--- src/rtl/modn_counter_cfg.sv ---
// modn_counter_cfg: mod-N counter with a modulus that can be changed at runtime.
// Supports enable, up/down direction, synchronous load, and wrap or saturate mode.
// Emits a registered terminal-count pulse (tc) so instances can cascade.
// Optional feature macro MODN_WRAPCNT_EN adds a saturating 16-bit wrap counter
// output (wrap_cnt). This counter clears on load.
module modn_counter_cfg #(
  parameter int WIDTH   = 8,
  parameter int MOD_RST = 8
) (
  input  logic             clk,
  input  logic             reset_n,
  input  logic             en,
  input  logic             up,
  input  logic             sat,
  input  logic             load,
  input  logic [WIDTH-1:0] load_val,
  input  logic             cfg_we,
  input  logic [WIDTH:0]   cfg_mod,
  output logic [WIDTH-1:0] q,
  output logic [WIDTH:0]   mod_cur,
  output logic             tc,
  output logic             cfg_err
`ifdef MODN_WRAPCNT_EN
  ,
  output logic [15:0]      wrap_cnt
`endif
);

  // Modulus bounds and constants, all held in WIDTH+1 bits so that a modulus
  // of 2**WIDTH is representable.
  localparam logic [WIDTH:0]   MOD_RST_V = (WIDTH+1)'(MOD_RST);
  localparam logic [WIDTH:0]   MIN_MOD   = {{(WIDTH-1){1'b0}}, 2'b10};
  localparam logic [WIDTH:0]   MAX_MOD   = {1'b1, {WIDTH{1'b0}}};
  localparam logic [WIDTH:0]   ONE_X     = {{WIDTH{1'b0}}, 1'b1};
  localparam logic [WIDTH-1:0] ONE_Q     = {{(WIDTH-1){1'b0}}, 1'b1};

  logic [WIDTH:0] q_ext;
  logic [WIDTH:0] mod_m1;
  logic [WIDTH:0] term;
  logic           at_term;
  logic           cfg_ok;
  logic           load_ok;
  logic           wrap_evt;

  assign q_ext    = {1'b0, q};
  assign mod_m1   = mod_cur - ONE_X;
  // The terminal value depends on direction, so changing up re-targets it.
  assign term     = up ? mod_m1 : '0;
  assign at_term  = (q_ext == term);
  assign cfg_ok   = (cfg_mod >= MIN_MOD) && (cfg_mod <= MAX_MOD);
  assign load_ok  = ({1'b0, load_val} < mod_cur);
  // A wrap-mode terminal step only happens when neither cfg_we nor load wins priority.
  assign wrap_evt = !cfg_we && !load && en && at_term && !sat;

  // Counter, modulus and pulse state. Priority order: cfg_we, then load, then en, then hold.
  always_ff @(posedge clk or negedge reset_n) begin
    if (!reset_n) begin
      q       <= '0;
      mod_cur <= MOD_RST_V;
      tc      <= 1'b0;
      cfg_err <= 1'b0;
    end else begin
      // NOTE: non-blocking defaults first; a later assignment in the same
      // block overrides them, which makes tc and cfg_err one-cycle pulses.
      tc      <= 1'b0;
      cfg_err <= 1'b0;
      if (cfg_we) begin
        if (cfg_ok) begin
          mod_cur <= cfg_mod;
          if (q_ext >= cfg_mod) q <= '0;
        end else begin
          cfg_err <= 1'b1;
        end
      end else if (load) begin
        q <= load_ok ? load_val : mod_m1[WIDTH-1:0];
      end else if (en) begin
        if (at_term) begin
          tc <= 1'b1;
          if (!sat) q <= up ? '0 : mod_m1[WIDTH-1:0];
        end else begin
          q <= up ? q + ONE_Q : q - ONE_Q;
        end
      end
    end
  end

`ifdef MODN_WRAPCNT_EN
  // Count wrap-mode terminal events, saturating at all-ones; a load that takes effect clears the count.
  always_ff @(posedge clk or negedge reset_n) begin
    if (!reset_n) begin
      wrap_cnt <= '0;
    end else if (load && !cfg_we) begin
      wrap_cnt <= '0;
    end else if (wrap_evt && (wrap_cnt != 16'hFFFF)) begin
      wrap_cnt <= wrap_cnt + 16'd1;
    end
  end
`endif

endmodule

--- config.mk ---
export PLATFORM = sky130hd
export DESIGN_NAME = modn_counter_cfg
export DESIGN_NICKNAME = d
export VERILOG_FILES = /design/src/rtl/modn_counter_cfg.sv
export SDC_FILE = /design/constraint.sdc
export NUM_CORES = 1
export LEC_CHECK = 0
export ABC_CLOCK_PERIOD_IN_PS = 7900
export BUFFER_PORTS_ARGS = -buffer_cell sky130_fd_sc_hd__buf_4
export CAP_MARGIN = 20
export CORE_ASPECT_RATIO = 0.75
export CORE_MARGIN = 2
export CORE_UTILIZATION = 35
export DETAILED_ROUTE_END_ITERATION = 12
export GPL_TIMING_DRIVEN = 0
export RECOVER_POWER = 100
export SYNTH_ARGS = -nofsm -noshare
export SYNTH_HDL_FRONTEND = slang
export SYNTH_SLANG_ARGS = --single-unit
--- constraint.sdc ---
create_clock -name clk -period 7.9 [get_ports clk]
set_clock_uncertainty 0.1 [all_clocks]
set_input_delay 0.79 -clock clk [delete_from_list [all_inputs] [get_ports clk]]
set_output_delay 0.79 -clock clk [all_outputs]
set_load 0.01 [all_outputs]
## Word-level counts from Yosys, hierarchy flattened

Index checks and enable logic that the tools add are counted.

| word-level totals | value |
|---|---|
| register bits after elaboration | 19 |
| bits in latches | 0 |
| memory bits (writable) | 0 |
| memory bits (read-only) | 0 |
| input port bits | 24 |
| output and inout bits | 19 |
| memories | 0 |

| cells by class | value |
|---|---|
| add/sub/neg operators | 3 |
| multiply operators | 0 |
| divide/modulo/power cells | 0 |
| magnitude comparators | 4 |
| eq/ne operators | 4 |
| shift-type cells | 0 |
| mux-type cells | 17 |
| bitwise logic cells | 0 |
| reductions and logical operators | 4 |

Operators with widths:

| kind | count |
|---|---|
| two-way mux 8 bit | 10 |
| == test 8 x 9 -> 1 bit | 1 |
| greater-or-equal comparator 8 x 9 -> 1 bit | 1 |
| greater-or-equal comparator 9 x 2 -> 1 bit (second input constant) | 1 |
| less-or-equal comparator 9 bit (second input constant) | 1 |
| less-than comparator 8 x 9 -> 1 bit | 1 |
| two-way mux 9 bit | 1 |
| subtractor 9 x 1 -> 9 bit (second input constant) | 1 |
| adder 8 x 1 -> 8 bit (second input constant) | 1 |
| subtractor 8 x 1 -> 8 bit (second input constant) | 1 |
| two-way mux 1 bit | 6 |
| != test 2 x 1 -> 1 bit (second input constant) | 2 |
| != test 4 bit (second input constant) | 1 |
| AND reduction 4 bit | 1 |
| nonzero test 3 bit | 1 |
| AND reduction 2 bit | 1 |
| logical AND 1 bit | 1 |

## Logic depth before layout (Yosys ltp)

| logic depth | value |
|---|---|
| depth after elaboration | 7 |
| gate-level depth with buffers | 11 |

## Least setup slack after synthesis

No wires, ideal clock.

| timing path | value |
|---|---|
| path kind | in2reg |
| start | input port up |
| end | register q[6] |
| arrival | 2.724 ns |
| required time | 7.674 ns |
| path slack | 4.950 ns |
| stages on the path | 11 |
| cells stage by stage | clkbuf_1 > inv_1 > ha_1 > nor2b_1 > o21ai_0 > nand2b_1 > a21o_1 > a21oi_1 > xor2_1 > o31ai_1 > a221o_1 |

| between the ends | value |
|---|---|
| cells in the longest elaborated chain, start to end | 6 |
| elaborated cells on any way between the ends | 11 |

Ends and longest elaborated chain:

| what | RTL line | source |
|---|---|---|
| start, declared | 13 | `input logic up,` |
| two-way mux 9 bit or two-way mux 8 bit (tied branches) | 48, 79 |  |
| == test 8 x 9 -> 1 bit or two-way mux 8 bit (tied branches) | 49, 79 |  |
| two-way mux 8 bit | 77 | `if (at_term) begin` |
| two-way mux 8 bit | 76 | `end else if (en) begin` |
| two-way mux 8 bit | 74 | `end else if (load) begin` |
| two-way mux 8 bit | 67 | `if (cfg_we) begin` |
| end signal, assigned | 75 | `q <= load_ok ? load_val : mod_m1[WIDTH-1:0];` |
| end signal, assigned | 79 | `if (!sat) q <= up ? '0 : mod_m1[WIDTH-1:0];` |
| end signal, assigned | 81 | `q <= up ? q + ONE_Q : q - ONE_Q;` |
| end, declared | 19 | `output logic [WIDTH-1:0] q,` |

Parallel ways exist; a longest one is shown, timed or not. The select of a mux whose other input is x is not followed.
A chain may end at the register's enable or synchronous reset.

## Worst setup path after layout

| timing path | value |
|---|---|
| start | register mod_cur[0] |
| end | register q[7] |

| between the ends | value |
|---|---|
| cells in the longest elaborated chain, start to end | 7 |
| elaborated cells on any way between the ends | 13 |

Ends and longest elaborated chain:

| what | RTL line | source |
|---|---|---|
| start, declared | 20 | `output logic [WIDTH:0] mod_cur,` |
| start signal, assigned | 69 | `mod_cur <= cfg_mod;` |
| subtractor 9 x 1 -> 9 bit | 46 | `assign mod_m1 = mod_cur - ONE_X;` |
| two-way mux 9 bit or two-way mux 8 bit (tied branches) | 48, 79 |  |
| == test 8 x 9 -> 1 bit or two-way mux 8 bit (tied branches) | 49, 79 |  |
| two-way mux 8 bit | 77 |  |
| two-way mux 8 bit | 76 |  |
| two-way mux 8 bit | 74 |  |
| two-way mux 8 bit | 67 |  |

Parallel ways exist; a longest one is shown, timed or not. The select of a mux whose other input is x is not followed.

==> results.cfg <==
[outcome]
outcome = complete, no violations

[critical_path]
endpoint = q[7]
worst-setup-path-type = reg -> reg
worst_ep_arrival_time_ns = 3.78
reg2reg_from = mod_cur[0]
critPathRequiredTime_ns = 7.96
cp_num_cells = 11
critPathTopFamily = simple AND/OR/NAND/NOR gates
critPathLaunchType = flop
cp.buffers_inverters = 2
regToRegSetupSlack_ns = 4.18
timing.rr.end = q[7]
max_stage_delay_ns = 0.51
path_cells = inv_1 > ha_1 > nor3b_1 > xnor2_1 > o21a_1 > o211ai_1 > nand4_1 > nor2_1 > clkbuf_1 > o21ai_0 > a221o_1
crit_path_start = mod_cur[0]
slowest_stage = nor3b_1
rr_worst_depth = 11
crit_fanout = 10
endpoint_kind = flop

[placed_design]
port_buffers = 42
numPlacedInstances = 372
post-dp-hpwl_um = 4910
gp_congestion = 0.894

[clocking]
clk_latency_ns = 0.27
clock_sinks = 19
cts_resized = 0
cts_root_buf = clkbuf_8
clkTransAtPathRegs_ns = 0.08
cts_buffers = 3
clockBufferDepth = 2
cts_setup_buffers = 0
cts_max_level = 1
cts_tree = built
cts_hold_buf = 0

[power_and_ir_drop]
power.static_leakage_nw = 1.12
p_per_area_nw_per_um2 = 225
ir_drop_mv = 0.107

[grt]
grt_pass1_wl_um = 10400
overflow = 0
grt_antenna_before_repair = 0
grt_pass1_vias = 1936
grt_start_max_net_pins = 20
track_usage = 0.205

[sta]
slew_headroom = 0.250
max_clock_freq_mhz = 269
tns_ns = 0
period_needed_ns = 3.72
worst_pin_slew_ns = 1.12
layout_worst_path_cycle_share = 0.471
hold_violations = 0
setup_viol = 0
rsz0062_at_grt = false
maxSlewViolCount = 0

[synth]
synth.avg_cell_area_um2 = 8.15
synth-edff-count = 0
synthSimpleGateAreaFrac = 0.242
syn_inst = 252
synth.distinct_cells = 53
muxShareOfSynthArea = 0.0359
async_flop_share = 1.00
netlist_area_um2 = 2050
ys.flop_type = dfrtp_1
ys_ff_latch = 19
synth_xor_area_frac = 0.0469
synth_compound_area_frac = 0.240
synth_seq_area_share = 0.232
syn_nets = 299
synth_fa_ha_area_frac = 0.144
synth_top_family_by_area = simple AND/OR/NAND/NOR gates
yosysWarnings = 0

[die]
fp-row-count = 24
pin_count = 43
coreArea_um2 = 5740
fp.dieH_um = 70.4
die-area_um2 = 6500
fp.dieW_um = 92.5
start_util = 0.358

[routing]
first_pass_iters = 4
vias = 2121
totalWireLength_um = 6350
drc_errors = 0
drtIter0Drc = 237
drtAntennaViolNets = 0
wire_per_inst_um = 16.9
routed_via_density = 5.64

[worst_hold_path]
hold_class = reg -> reg

[layout]
nets = 346
instances_no_fill = 376
mostFrequentLayoutCells = clkbuf_1, inv_1, ha_1, buf_4
syn2layout_area_growth_pct = 18.0
post_route_cells_drive_above_1_share = 0.124
n_antenna_cell = 0

[flow_run]
drv_cap = 0
==> per-stage QoR <==
step,worst slack [ns],hold slack [ns],area [µm²],utilization,power [mW]
3_3_place_gp,4.39,0.429,2470,0.430,0.489
3_5_place_dp,4.42,0.430,2470,0.430,0.492
6_report,4.18,0.463,2420,0.423,0.545
5_1_grt,3.88,0.513,2420,0.423,0.594
2_1_floorplan,4.95,0.394,2050,-,0.378
4_1_cts,4.56,0.295,2510,0.438,0.568
==> worst min path at each step <==
stage / slack (ns) / cells past startpoint / startpoint / to
6_report: 0.46 / 1 / mod_cur[8] / mod_cur[8]
5_1_grt: 0.51 / 1 / mod_cur[8] / mod_cur[8]
4_1_cts: 0.30 / 1 / reset_n / cfg_err
3_5_place_dp: 0.43 / 2 / mod_cur[3] / mod_cur[3]
3_3_place_gp: 0.43 / 2 / mod_cur[3] / mod_cur[3]
2_1_floorplan: 0.39 / 0 / reset_n / cfg_err
==> synthesized netlist by cell type (all sizes together), types with 2 or more instances <==
cell / n / area, µm²
nor3b: 3 / 22.5
nor3: 13 / 65.1
inv: 24 / 90.1
nand3: 12 / 60.1
xnor2: 4 / 35.0
a21o: 5 / 37.5
o2111ai: 2 / 17.5
a2111o: 3 / 33.8
xor2: 7 / 61.3
nand4: 5 / 46.3
o21ai: 18 / 90.1
dfrtp: 18 / 450
o31ai: 4 / 30.0
a21oi: 7 / 35.0
and2: 3 / 18.8
o211ai: 4 / 30.0
a311o: 2 / 20.0
mux2i: 4 / 40.0
clkbuf: 3 / 11.3
a221o: 3 / 30.0
and3: 3 / 18.8
o21a: 2 / 15.0
a211o: 2 / 17.5
nand2: 16 / 60.1
nor2: 18 / 70.1
or3: 4 / 30.0
buf: 3 / 21.3
nor2b: 3 / 18.8
ha: 22 / 275
or2: 3 / 18.8
a221oi: 3 / 26.3
mux2: 3 / 33.8
nand2b: 5 / 31.3
nor4: 2 / 12.5
a31oi: 4 / 25.0
o22ai: 2 / 12.5
==> per-layer routing <==
metal	wire, µm	global-route usage	vias to the layer above	part of all wire
met5	0	0	-	0
met4	80	0.0464	0	0.013
met3	448	0.0421	10	0.071
met2	2490	0.271	86	0.39
met1	3330	0.330	991	0.52
li1	-	-	1034	-
==> layout make-up <==
cell class	count	area, µm²
Inverter	24	90.1
Sequential cell	19	477
Timing Repair Buffer	42	244
Fill cell	612	3310
Multi-Input combinational cell	203	1440
Buffer	6	31.3
Tap cell	78	97.6
Clock buffer	4	45.0
==> worst register-to-register path: stages, from the launching register on <==
cell and delay [ns]:
dfrtp_1 0.48, inv_1 0.20, ha_1 0.28, nor3b_1 0.51, xnor2_1 0.22, o21a_1 0.22, o211ai_1 0.18, nand4_1 0.29
nor2_1 0.23, clkbuf_1 0.40, o21ai_0 0.16, a221o_1 0.34
==> cells by family (layout without fill, tap and decap cells) <==
kind of cell               count (synthesis)  after routing
buffers and inverters                     30             76
and+or+nand+nor                           93             93
adders and majority gates                 23             23
xor gates and xnor gates                  11             11
muxes                                      7              7
AOI/OAI and AO/OA                         69             69
DFF                                       19             19
==> registers in the layout, indices dropped and copies added (netlist names) <==
register,count
q,8
tc,1
mod_cur,9
cfg_err,1
==> power by group <==
part	internal [mW]	switching, mW	total, mW
Sequential	0.118	0.0504	0.169
Clock	0.0361	0.0384	0.0746
Combinational	0.134	0.168	0.301
Power figures use the tool's default switching activity.
